[src/rtl/controle_jogo.sv]
// controle_jogo: match sequencing controller sitting between vga, keys,
// entities and tela.
//
// Runs the match state machine (ESPERA, JOGANDO, PAUSADO, FIM), issues the
// one-cycle per-frame step strobe for the entities datapath, and keeps lives,
// a 4-digit BCD score, the enemy respawn delay and the ship invulnerability
// window. Every output is registered.
//
// Ports:
//   CLOCK_50           in   system clock
//   reset              in   synchronous, active-low reset
//   frame_start        in   one-cycle pulse at start of vertical blanking
//   pausa              in   pause level (SW[1]), acted on only at frame_start
//   start              in   debounced start pulse
//   acerto_inimigo     in   ally shot hit the enemy (pulse)
//   acerto_nave        in   enemy shot hit the ship (pulse)
//   estado             out  0=ESPERA 1=JOGANDO 2=PAUSADO 3=FIM
//   atualiza           out  one-cycle entities step enable
//   reinicia_entidades out  one-cycle reload of entity start positions
//   inimigo_vivo       out  enemy alive/visible
//   invulneravel       out  ship invulnerability window active
//   perdeu             out  game-over flag
//   vidas              out  remaining lives
//   pontos             out  score, 4 BCD digits, [15:12] most significant
module controle_jogo #(
  parameter int VIDAS_INICIAIS = 3,
  parameter int FRAMES_RESPAWN = 60,
  parameter int FRAMES_INVULN  = 90
) (
  input  logic        CLOCK_50,
  input  logic        reset,
  input  logic        frame_start,
  input  logic        pausa,
  input  logic        start,
  input  logic        acerto_inimigo,
  input  logic        acerto_nave,
  output logic [1:0]  estado,
  output logic        atualiza,
  output logic        reinicia_entidades,
  output logic        inimigo_vivo,
  output logic        invulneravel,
  output logic        perdeu,
  output logic [1:0]  vidas,
  output logic [15:0] pontos
);

  localparam int RW = $clog2(FRAMES_RESPAWN + 1);
  localparam int IW = $clog2(FRAMES_INVULN + 1);

  localparam logic [1:0]    VIDAS_CARGA = 2'(VIDAS_INICIAIS);
  localparam logic [RW-1:0] RESP_CARGA  = RW'(FRAMES_RESPAWN);
  localparam logic [IW-1:0] INV_CARGA   = IW'(FRAMES_INVULN);

  typedef enum logic [1:0] {
    ESPERA  = 2'd0,
    JOGANDO = 2'd1,
    PAUSADO = 2'd2,
    FIM     = 2'd3
  } estado_t;

  estado_t       estado_q, estado_n;
  logic          atualiza_q, atualiza_n;
  logic          reinicia_q, reinicia_n;
  logic          vivo_q, vivo_n;
  logic          invuln_q, invuln_n;
  logic          perdeu_q, perdeu_n;
  logic [1:0]    vidas_q, vidas_n;
  logic [15:0]   pontos_q, pontos_n;
  logic [RW-1:0] resp_q, resp_n;
  logic [IW-1:0] inv_q, inv_n;
  logic          fatal;
  logic          passo;

  // BCD increment with per-digit carry, saturating at 9999.
  function automatic logic [15:0] bcd_inc(input logic [15:0] v);
    logic [15:0] r;
    logic        carry;
    r     = v;
    carry = 1'b1;
    if (v != 16'h9999) begin
      for (int unsigned i = 0; i < 4; i++) begin
        if (carry) begin
          if (r[4*i +: 4] == 4'd9) begin
            r[4*i +: 4] = 4'd0;
          end else begin
            r[4*i +: 4] = r[4*i +: 4] + 4'd1;
            carry       = 1'b0;
          end
        end
      end
    end
    return r;
  endfunction

  always_ff @(posedge CLOCK_50) begin
    if (!reset) begin
      estado_q   <= ESPERA;
      atualiza_q <= 1'b0;
      reinicia_q <= 1'b0;
      vivo_q     <= 1'b0;
      invuln_q   <= 1'b0;
      perdeu_q   <= 1'b0;
      vidas_q    <= VIDAS_CARGA;
      pontos_q   <= '0;
      resp_q     <= '0;
      inv_q      <= '0;
    end else begin
      estado_q   <= estado_n;
      atualiza_q <= atualiza_n;
      reinicia_q <= reinicia_n;
      vivo_q     <= vivo_n;
      invuln_q   <= invuln_n;
      perdeu_q   <= perdeu_n;
      vidas_q    <= vidas_n;
      pontos_q   <= pontos_n;
      resp_q     <= resp_n;
      inv_q      <= inv_n;
    end
  end

  always_comb begin
    estado_n   = estado_q;
    atualiza_n = 1'b0;
    reinicia_n = 1'b0;
    vivo_n     = vivo_q;
    perdeu_n   = perdeu_q;
    vidas_n    = vidas_q;
    pontos_n   = pontos_q;
    resp_n     = resp_q;
    inv_n      = inv_q;
    fatal      = 1'b0;
    passo      = 1'b0;

    case (estado_q)
      ESPERA, FIM: begin
        if (start) begin
          estado_n   = JOGANDO;
          reinicia_n = 1'b1;
          vidas_n    = VIDAS_CARGA;
          pontos_n   = '0;
          vivo_n     = 1'b1;
          perdeu_n   = 1'b0;
          resp_n     = '0;
          inv_n      = '0;
        end
      end

      JOGANDO: begin
        fatal = acerto_nave && (inv_q == '0) && (vidas_q == 2'd1);
        // A fatal hit suppresses the step, so counters only move on frames
        // that really produce an atualiza pulse.
        passo = frame_start && !pausa && !fatal;

        // Decrements first; the hit handling below overwrites with reloads.
        if (passo) begin
          if (resp_q != '0) begin
            resp_n = resp_q - RW'(1);
            if (resp_q == RW'(1)) vivo_n = 1'b1;
          end
          if (inv_q != '0) inv_n = inv_q - IW'(1);
        end

        if (acerto_inimigo && vivo_q) begin
          vivo_n   = 1'b0;
          resp_n   = RESP_CARGA;
          pontos_n = bcd_inc(pontos_q);
        end

        if (acerto_nave && (inv_q == '0)) begin
          if (fatal) begin
            vidas_n  = 2'd0;
            estado_n = FIM;
            perdeu_n = 1'b1;
            vivo_n   = 1'b0;
          end else begin
            vidas_n = vidas_q - 2'd1;
            inv_n   = INV_CARGA;
          end
        end

        if (!fatal && frame_start) begin
          if (pausa) estado_n   = PAUSADO;
          else       atualiza_n = 1'b1;
        end
      end

      PAUSADO: begin
        if (frame_start && !pausa) estado_n = JOGANDO;
      end

      default: ;
    endcase

    invuln_n = (inv_n != '0);
  end

  assign estado             = estado_q;
  assign atualiza           = atualiza_q;
  assign reinicia_entidades = reinicia_q;
  assign inimigo_vivo       = vivo_q;
  assign invulneravel       = invuln_q;
  assign perdeu             = perdeu_q;
  assign vidas              = vidas_q;
  assign pontos             = pontos_q;

endmodule

[config.mk]
export PLATFORM = sky130hd
export DESIGN_NAME = controle_jogo
export DESIGN_NICKNAME = d
export VERILOG_FILES = /design/src/rtl/controle_jogo.sv
export SDC_FILE = /design/constraint.sdc
export NUM_CORES = 1
export LEC_CHECK = 0
export CAP_MARGIN = 20
export CORE_MARGIN = 2
export CORE_UTILIZATION = 40
export DETAILED_ROUTE_END_ITERATION = 8
export SYNTH_ARGS = -nofsm -noshare
export SYNTH_HDL_FRONTEND = slang
export SYNTH_SLANG_ARGS = --single-unit
[constraint.sdc]
create_clock -name CLOCK_50 -period 5.3 [get_ports CLOCK_50]
set_input_delay 0.795 -clock CLOCK_50 [delete_from_list [all_inputs] [get_ports CLOCK_50]]
set_output_delay 0.795 -clock CLOCK_50 [all_outputs]
set_load 0.01 [all_outputs]
---- Word-level counts from Yosys, hierarchy flattened ----
Cells that the tools add are included.
word-level totals
  flip-flop bits (word level) ............. 38
  bits in latches ......................... 0
  memory bits (writable) .................. 0
  memory bits (read-only) ................. 0
  input bits .............................. 7
  word-level logic and storage cells ...... 128
  memories ................................ 0
cells by class
  add/subtract/negate cells ............... 7
  multiply operators ...................... 0
  div/mod/pow operators ................... 0
  magnitude comparators ................... 0
  equality and inequality tests ........... 21
  shift-type cells ........................ 0
  mux-type cells .......................... 61
  bitwise gates (word level) .............. 0
  reduce and logical (&&, ||, !) cells .... 26
operators with widths
  operator                                                             count
  16-bit 2-to-1 mux                                                    3
  7-bit 2-to-1 mux                                                     5
  16-bit case mux with 2 select lines                                  1
  4-bit 2-to-1 mux                                                     7
  1-bit 2-to-1 mux                                                     26
  6-bit 2-to-1 mux                                                     4
  2-bit 2-to-1 mux                                                     9
  2-bit inequality test (second input constant)                        9
  4-bit by 1-bit adder with 4-bit output (second input constant)       4
  4-bit == test (second input constant)                                4
  16-bit inequality test (second input constant)                       1
  5-bit AND reduction                                                  3
  7-bit case mux with 2 select lines                                   1
  7-bit nonzero test                                                   2
  6-bit case mux with 2 select lines                                   1
  4-bit AND reduction                                                  3
  7-bit logical NOT                                                    1
  7-bit by 1-bit subtractor with 7-bit output (second input constant)  1
  6-bit by 1-bit == test with 1-bit output (second input constant)     1
  1-bit logical AND                                                    6
  3-bit inequality test (second input constant)                        2
  2-bit case mux with 3 select lines                                   1
  2-bit AND reduction                                                  3
  3-bit AND reduction                                                  2
  other kinds (11)                                                     15

---- Longest topological paths before layout ----
Gate-level depths: netlist (run 1).
  word-level depth ........................ 17
  gate-level depth with buffers ........... 9
  mapped depth without buffers ............ 8

---- Least setup slack after synthesis (run 1) ----
OpenSTA, ideal clock, no wires.
  kind .................................... input -> register
  start ................................... input port pausa
  end ..................................... register invuln_q (netlist: invulneravel)
  setup time .............................. 143 ps
  arrival ................................. 2169 ps
  slack ................................... 2988 ps
  stages .................................. 6
  path buffers ............................ 0
  cell sequence ........................... or4b_4 > a311oi_2 > nand3b_1 > a31oi_1 > nor4_1 > a41oi_1
between the ends
  cells in the longest elaborated chain, start to end .. 8
RTL lines
  item                                    line  source
  from (decl)                             33    input logic pausa,
  1-bit logical NOT (*)                   152   passo = frame_start && !pausa && !fatal;
  1-bit logical AND (*) (2 in series)     152
  7-bit 2-to-1 mux (*)                    155   if (passo) begin
  7-bit 2-to-1 mux                        170   if (fatal) begin
  7-bit 2-to-1 mux (*)                    169   if (acerto_nave && (inv_q == '0)) begin
  7-bit case mux with 2 select lines (*)  134   case (estado_q)
  7-bit nonzero test (*)                  194   invuln_n = (inv_n != '0);
  to (signal assigned)                    112   invuln_q <= invuln_n;
  to (decl)                               65    logic invuln_q, invuln_n;
Every way passes the cells marked *; elsewhere a longest branch is shown, timed or not.
A chain may end at the register's enable or synchronous reset.

---- Worst setup path in the final report (run 1) ----
  start ................................... input port start
  end ..................................... register invuln_q (netlist: invulneravel)
between the ends
  cells in the longest elaborated chain, start to end .. 3
RTL lines
  item                                line  source
  from (decl)                         34    input logic start,
  7-bit 2-to-1 mux                    136   if (start) begin
  7-bit case mux with 2 select lines  134
  7-bit nonzero test                  194
Every way passes these cells.

==> results of run 1 <==
Yosys cell counts (2+ instances only):
master,n,area [um^2]
o41ai_1,2,17.5
nor2_1,36,135
and2_1,6,37.5
nand2_1,23,86.3
nor3b_1,3,22.5
or3_1,3,18.8
o21ai_1,3,15.0
o31ai_1,4,30.0
nand3b_1,5,37.5
a211o_1,2,17.5
nor2b_1,3,18.8
nor3_1,5,25.0
nand3_1,11,55.1
and3_1,3,18.8
a221oi_1,2,17.5
xor2_1,5,43.8
clkbuf_1,6,22.5
dfxtp_1,38,761
a31oi_1,11,68.8
buf_2,2,10.0
o21ai_0,11,55.1
a211oi_1,2,15.0
a32o_1,2,20.0
o211ai_1,2,15.0
ha_1,17,213
a41o_1,2,20.0
nor4_1,5,31.3
a21oi_1,9,45.0
mux2i_1,4,40.0
nand2b_1,6,37.5
inv_1,15,56.3
a21o_1,7,52.6
per-stage QoR:
step           cells  worst slack [ns]  total power, mW
6_report         375              2.52            0.827
5_1_grt          375              2.35            0.886
4_1_cts          375              2.55            0.838
3_5_place_dp     367              2.24            0.592
3_3_place_gp     367              2.29            0.594
2_1_floorplan    272              2.99            0.521
flip-flops by register name, summed over array words and instances, names as in the netlist, 2 cells and up:
| signal | cells |
|---|---|
| estado | 2 |
| inv_q | 7 |
| pontos | 16 |
| resp_q | 6 |
| vidas | 2 |
how the worst min path moves through the flow:
| stage | end | slack (ns) | cells after the start |
|---|---|---|---|
| 2_1_floorplan | resp_q[4]$_SDFFE_PN0P_ | 0.47 | 1 |
| 3_3_place_gp | pontos[3]$_SDFFE_PN0P_ | 0.49 | 1 |
| 3_5_place_dp | pontos[15]$_SDFFE_PN0P_ | 0.50 | 1 |
| 4_1_cts | pontos[15]$_SDFFE_PN0P_ | 0.52 | 1 |
| 5_1_grt | pontos[13]$_SDFFE_PN0P_ | 0.54 | 2 |
| 6_report | perdeu$_SDFFE_PN0P_ | 0.52 | 2 |
cell families after synthesis:
family / synth area share
flip-flops: 0.342
buffers and inverters: 0.0416
adder cells (fa/ha/maj): 0.0956
XOR/XNOR: 0.0236
AND/OR/NAND/NOR: 0.261
AO/OA/AOI/OAI: 0.213
multiplexers: 0.0231
area by class of cell:
| class | count | area, um^2 | share of cell area |
|---|---|---|---|
| timing repair buffer | 31 | 310 | 0.115 |
| multi-input combinational | 210 | 1370 | 0.508 |
| sequential | 38 | 761 | 0.282 |
| clock buffer | 5 | 68.8 | 0.0255 |
| clock inverter | 3 | 40.0 | 0.0148 |
| tap | 72 | 90.1 | 0.0333 |
| inverter | 16 | 60.1 | 0.0222 |
placed cells by master (no fill, tap or decap), types with 2 or more instances in the layout:
master	instances
a32o_1	2
and2_1	6
a21o_1	7
a211o_1	2
mux2i_1	4
clkbuf_8	5
a31oi_1	11
nand3b_1	5
and3_1	3
nand2_1	23
a221oi_1	2
nor2_1	36
dfxtp_1	38
nor2b_1	3
o31ai_1	4
clkinv_2	2
or3_1	3
a21oi_1	9
o21ai_1	3
xor2_1	5
nor3b_1	3
nand2b_1	6
a41o_1	2
nand3_1	11
clkdlybuf4s50_1	31
inv_1	15
o41ai_1	2
nor4_1	5
o21ai_0	11
a211oi_1	2
ha_1	17
o211ai_1	2
nor3_1	5
metal layers:
layer  global-route usage  part of all wire  up-vias
met2                0.273              0.46       32
met5                    0                 0        -
met1                0.233              0.50      939
li1                     -                 -     1041
met4               0.0421            0.0063        0
met3               0.0379             0.036        4
report_power, final:
| group | internal, mW | switching (mW) |
|---|---|---|
| Sequential | 0.309 | 0.0250 |
| Combinational | 0.108 | 0.144 |
| Clock | 0.139 | 0.103 |
| Total | 0.556 | 0.272 |
tightest hold or removal path, stage by stage, from the launching register on:
cell,delay [ns]
dfxtp_1,0.33
nor2_1,0.10
nor3_1,0.05
==> flow_summary.yaml, run 1 <==
sta:
  tightest_slew_ns: 0.845
  whs_ns: 0.515
  final-setup-viol-count: 0
  fin_crit_sh: 0.524
  clock_skew_ns: 0.00624
  relSlewSlack: 0.435
  layout_min_cycle_time_ns: 2.78
  fin_tns_setup_ns: 0
  hold_viol: 0
  rsz0062_at_grt: "false"
  slew_viol_final: 0
  max_freq_ghz: 0.360
cts:
  worstSkewPairLatency_ns: 0.29
  clk_pin_slew_ns: 0.08
  cts_inserted_buffers: 5
  clock_sinks: 38
  cts_tree: "built"
  cts_resized: 0
  root_buffer: "clkbuf_8"
  cts_setup_buffers: 0
  htree_levels: 2
  clockBufferDepth: 2
  cts_hold_buf: 0
layout:
  syn2layout_area_growth_pct: 21.4
  final_nets: 326
  nFillCells: 549
  design_area_um2: 2700
  layout-drive-gt1-share: 0.0495
  antennaDiodeCount: 0
  utilization: 0.497
logic_synthesis:
  async_flop_share: 0
  synth_edf_count: 0
  ys_types: 49
  synth_cells: 272
  synth_seq_area_share: 0.342
  syn_avg_cell_area_um2: 8.18
  synthesis.area_um2: 2220
  yosys_register_bits: 38
  synth_top_flop_cell: "dfxtp_1"
  yosysWarnings: 0
  syn_nets: 296
floorplan:
  dieHeight_um: 78.6
  core_area_um2: 5440
  die_area_um2: 6170
  start_util: 0.409
  io_pins: 32
  placementRows: 27
  fp.dieW_um: 78.6
route:
  drtIter0Drc: 151
  drc: 0
  drt_first_pass_iters: 4
  avgViaCountPerCell: 5.38
  vias: 2016
  drt_wl_total_mm: 4.89
  postRouteAntennaNets: 0
  wl_per_cell_um: 13.0
global_routing:
  grt-ovfl-total: 0
  grt_pass1_vias: 1901
  grt_max_degree: 21
  track_usage: 0.171
  grt_antenna_before_repair: 0
  grt_pass1_wl_mm: 8.69
setup_path:
  crit-reg2reg-capture: "invulneravel$_SDFF_PN0_"
  crit_cells: 7
  timing.critical_path.from: "start"
  critical_path.cell_chain: "clkdlybuf4s50_1 > nor2b_1 > nor2_1 > o21ai_0 > a32o_1 > nor4_1 > a41oi_1"
  crit_path_end: "invulneravel$_SDFF_PN0_"
  worstSetupPathType: "primary input to register"
  cp-start-kind: "primary input"
  cp_slowest_cell: "nor2_1"
  worst-r2r-cell-count: 8
  path_buf_inv: 1
  cp_top_family: "simple AND/OR/NAND/NOR gates"
  required_ns: 5.45
  r2r_setup_slack_ns: 2.65
  setup.worst_path.end_class: "register"
  crit_arrival_ns: 2.92
  slowest_delay_ns: 0.67
  crit_fanout: 13
  r2r-start: "estado[0]$_SDFFE_PN0P_"
placement:
  placed_cell_area_um2: 2590
  dp_hpwl_mm: 3.58
  place_congestion: 0.912
  port_buffers: 31
min_path:
  hold_path_class: "register to register"
  hp-start: "perdeu$_SDFFE_PN0P_"
status:
  status: "finished, final reports clean"
run:
  max_cap_violations: 0
pwr:
  irDropWorstVdd_mv: 0.175
  powerDensity_nw_per_um2: 306
  leakagePower_nw: 1.09
No activity file was read; power rests on OpenSTA's default activity.
==> inputs of run 2 (changes only) <==
==> constraint.sdc (replaced) <==
create_clock -name CLOCK_50 -period 2.42 [get_ports CLOCK_50]
set_input_delay 0.363 -clock CLOCK_50 [delete_from_list [all_inputs] [get_ports CLOCK_50]]
set_output_delay 0.363 -clock CLOCK_50 [all_outputs]
set_load 0.01 [all_outputs]
==> flow_summary.yaml, run 2 (synthesized netlist as in run 1, its figures left out) <==
cts:
  cts_inserted_buffers: 5
  worstSkewPairLatency_ns: 0.29
  cts_setup_buffers: 0
  cts_hold_buf: 0
  root_buffer: "clkbuf_8"
  clk_pin_slew_ns: 0.07
  cts_tree: "built"
  clockBufferDepth: 2
  clock_sinks: 38
  cts_resized: 0
  htree_levels: 2
run:
  max_cap_violations: 0
sta:
  layout_min_cycle_time_ns: 2.22
  whs_ns: 0.515
  rsz0062_at_grt: "false"
  slew_viol_final: 0
  final-setup-viol-count: 0
  clock_skew_ns: 0.00408
  tightest_slew_ns: 0.514
  fin_crit_sh: 0.916
  relSlewSlack: 0.657
  max_freq_ghz: 0.451
  hold_viol: 0
layout:
  utilization: 0.515
  syn2layout_area_growth_pct: 25.9
  multi_input_area_um2: 1370
  layout-drive-gt1-share: 0.0943
  antennaDiodeCount: 0
  final_cell_mix: "38 x dfxtp_1, 36 x nor2_1, 31 x clkdlybuf4s50_1"
  design_area_um2: 2800
  final_nets: 341
  final_common_cell: "dfxtp_1"
  seqCellArea_um2: 761
  nFillCells: 514
  layoutNonFillerInstCount: 390
  largest_reg_flops: 16
global_routing:
  grt_max_degree: 15
  grt_pass1_vias: 1978
  grt-ovfl-total: 0
  grt_pass1_wl_mm: 9.02
  grt_antenna_before_repair: 0
  track_usage: 0.180
pwr:
  irDropWorstVdd_mv: 0.322
  powerDensity_nw_per_um2: 643
  finalPower_mw: 1.80
  leakagePower_nw: 1.15
min_path:
  hold_path_class: "register to register"
route:
  drt_first_pass_iters: 5
  avgViaCountPerCell: 5.37
  drtIter0Drc: 69
  vias: 2093
  wl_per_cell_um: 13.5
  drc: 0
  postRouteAntennaNets: 0
  drt_wl_total_mm: 5.26
setup_path:
  required_ns: 2.57
  worstSetupPathType: "register to register"
  crit_fanout: 7
  setup.worst_path.end_class: "register"
  r2r_setup_slack_ns: 0.20
  crit_arrival_ns: 2.37
  cp-start-kind: "register"
placement:
  placed_cell_area_um2: 2710
  placedCellCount: 382
  port_buffers: 31
  place_congestion: 0.867
  dp_hpwl_mm: 3.95
floorplan:
  core_area_um2: 5440
  die_area_um2: 6170
  dieHeight_um: 78.6
  placementRows: 27
  start_util: 0.409
  fp.dieW_um: 78.6
  io_pins: 32
status:
  status: "finished, final reports clean"
run 2: cell count changes in the layout (fill, tap and decap cells not counted), sizes merged:
| cell | change |
|---|---|
| clkinvlp | +1 |
| buf | +15 |
| clkinv | -1 |
| clkbuf | +1 |
| bufinv | -1 |
run 2: critical path: stages, from the launching register on:
cell	delay, ns
dfxtp_1	0.38
inv_1	0.08
ha_1	0.32
nor2b_1	0.22
nor2_1	0.27
o21ai_0	0.15
a32o_1	0.23
nor4_1	0.27
a41oi_1	0.15
run 2: worst paths after layout:
kind / startpoint / to / cells past startpoint
max: estado[0]$_SDFFE_PN0P_ / invulneravel$_SDFF_PN0_ / 8
min: pontos[15]$_SDFFE_PN0P_ / pontos[15]$_SDFFE_PN0P_ / 1
max reg2reg: estado[0]$_SDFFE_PN0P_ / invulneravel$_SDFF_PN0_ / 8
min reg2reg: pontos[15]$_SDFFE_PN0P_ / pontos[15]$_SDFFE_PN0P_ / 1
run 2: per-stage QoR:
step                TNS (ns)  setup WS, ns
finish                     0         0.203
global route               0       0.00577
CTS                        0         0.214
detailed placement   -0.0241       -0.0241
global placement           0        0.0239
floorplan                  0         0.410
run 2: cell type report:
| cell class | instances | area share |
|---|---|---|
| timing repair buffer | 46 | 0.151 |
| clock buffer | 6 | 0.0295 |
| inverter | 16 | 0.0214 |
| multi-input combinational | 210 | 0.490 |
| tap | 72 | 0.0322 |
| clock inverter | 2 | 0.00447 |
| sequential | 38 | 0.272 |
run 2: metal layers:
layer / global-route usage / vias up / wire [um]
met5: 0 / - / 0
met4: 0.0596 / 0 / 69
met3: 0.0391 / 7 / 162
met2: 0.295 / 34 / 2460
met1: 0.235 / 977 / 2570
li1: - / 1075 / -
run 2: power breakdown:
group	internal (mW)	switching [mW]	total [mW]
clock network	0.229	0.229	0.458
registers	0.677	0.0570	0.734
logic	0.273	0.333	0.607
==> inputs of run 3 (changes only) <==
--- a/config.mk
+++ b/config.mk
@@ -6,9 +6,12 @@
 export NUM_CORES = 1
 export LEC_CHECK = 0
 export CAP_MARGIN = 20
+export CORE_ASPECT_RATIO = 1.4
 export CORE_MARGIN = 2
 export CORE_UTILIZATION = 40
 export DETAILED_ROUTE_END_ITERATION = 8
+export SETUP_SLACK_MARGIN = 0.5
+export SLEW_MARGIN = 40
 export SYNTH_ARGS = -nofsm -noshare
 export SYNTH_HDL_FRONTEND = slang
 export SYNTH_SLANG_ARGS = --single-unit
==> flow_summary.yaml, run 3 (synthesized netlist as in run 1, its figures left out) <==
cts:
  clock_sinks: 38
  cts_inserted_buffers: 5
  worstSkewPairLatency_ns: 0.29
  clockBufferDepth: 2
  clk_pin_slew_ns: 0.08
  root_buffer: "clkbuf_8"
  cts_tree: "built"
  cts_hold_buf: 0
  htree_levels: 2
run:
  max_cap_violations: 0
global_routing:
  grt-ovfl-total: 0
  grt_pass1_wl_mm: 9.40
  grt_max_degree: 14
  grt_pass1_vias: 2071
  grt_antenna_before_repair: 0
  track_usage: 0.194
placement:
  placedCellCount: 377
  port_buffers: 31
  place_congestion: 0.865
  placed_cell_area_um2: 2710
  dp_hpwl_mm: 4.07
floorplan:
  core_area_um2: 5450
  die_area_um2: 6180
  io_pins: 32
  start_util: 0.409
  placementRows: 32
  dieHeight_um: 92.2
  fp.dieW_um: 67.0
sta:
  fin_crit_sh: 0.817
  layout_min_cycle_time_ns: 1.98
  whs_ns: 0.490
  final-setup-viol-count: 0
  slew_viol_final: 0
  max_freq_ghz: 0.506
  tightest_slew_ns: 0.481
  relSlewSlack: 0.675
  rsz0062_at_grt: "true"
  clock_skew_ns: 0.00643
  hold_viol: 0
  fin_tns_setup_ns: 0
route:
  drtIter0Drc: 113
  wl_met2_mm: 2.98
  wl_met3_um: 174
  vias: 2139
  wl_per_cell_um: 14.1
  drc: 0
  drt_wl_total_mm: 5.61
  drt_first_pass_iters: 4
  postRouteAntennaNets: 0
  highest_layer: "met4"
  met1Wirelength_mm: 2.36
  avgViaCountPerCell: 5.39
pwr:
  internal_power_mw: 1.26
  powerDensity_nw_per_um2: 632
  p_switching_uw: 665
  swShare: 0.346
  clockPowerShare: 0.244
  leakagePower_nw: 1.24
  pwr-share-comb: 0.371
  irDropWorstVdd_mv: 0.336
  p_seq_frac: 0.385
layout:
  final_nets: 352
  largest_reg_flops: 16
  design_area_um2: 3040
  layout-drive-gt1-share: 0.210
  antennaDiodeCount: 0
  layoutNonFillerInstCount: 397
  final_common_cell: "nor2_1"
  syn2layout_area_growth_pct: 36.6
  nFillCells: 538
  final_cell_mix: "34 x nor2_1, 31 x dfxtp_1, 29 x clkdlybuf4s50_1"
setup_path:
  path_buf_inv: 0
  cp-start-kind: "register"
  worstSetupPathType: "register to register"
  critical_path.cell_chain: "or4b_4 > a311oi_2 > nand3b_1 > a31oi_1 > nor4_1 > a41oi_1"
  required_ns: 2.58
  slowest_delay_ns: 0.53
  crit_cells: 6
  crit_fanout: 4
  setup.worst_path.end_class: "register"
  worst-r2r-cell-count: 6
  cp_top_family: "simple AND/OR/NAND/NOR gates"
  cp_slowest_cell: "or4b_4"
  crit_arrival_ns: 2.14
status:
  status: "finished, final reports clean"
min_path:
  whs_path_depth: 1
  hold_path_class: "register to register"
==> run 3: stage by stage <==
step                utilization  worst slack [ns]  power [mW]
floorplan                     -             0.487        1.14
global placement          0.497           0.00854        1.34
detailed placement        0.497          -0.00441        1.34
CTS                       0.526             0.416        1.84
global route              0.558             0.340        2.05
finish                    0.558             0.444        1.92
==> run 3: metal layers <==
layer  GRT usage  up-vias
met5           0        -
met4      0.0833        0
met3      0.0393        9
met2       0.344       38
met1       0.216     1001
li1            -     1091
==> run 3: layout make-up <==
| class | count | area, um^2 | share of cell area |
|---|---|---|---|
| repair buffers | 57 | 519 | 0.171 |
| inverters | 16 | 60.1 | 0.0198 |
| multi-input cells | 210 | 1500 | 0.495 |
| well taps | 68 | 85.1 | 0.0280 |
| clock buffers | 6 | 82.6 | 0.0272 |
| flip-flops and latches | 38 | 774 | 0.255 |
| clock inverters | 2 | 12.5 | 0.00412 |
==> run 3: what timing repair did <==
item	CTS	global route
endpoints found under the setup margin	22	29
gates resized for setup	16	21
pin swaps	10	11
buffers inserted	2	10
hold endpoints to repair	0	0
==> run 3: power groups by stage <==
stage | logic, mW | registers (mW) | clock network [mW]
global route | 0.791 | 0.749 | 0.514
global placement | 0.589 | 0.751 | 0
detailed placement | 0.592 | 0.751 | 0
finish | 0.712 | 0.740 | 0.469
CTS | 0.620 | 0.737 | 0.483
floorplan | 0.392 | 0.752 | 0
==> run 3: worst paths after layout <==
check	slack, ns	start	to
setup reg to reg	0.44	inv_q[1]$_SDFF_PN0_	invulneravel$_SDFF_PN0_
setup / recovery	0.44	inv_q[1]$_SDFF_PN0_	invulneravel$_SDFF_PN0_
hold reg to reg	0.49	pontos[12]$_SDFFE_PN0P_	pontos[12]$_SDFFE_PN0P_
hold / removal	0.49	pontos[12]$_SDFFE_PN0P_	pontos[12]$_SDFFE_PN0P_
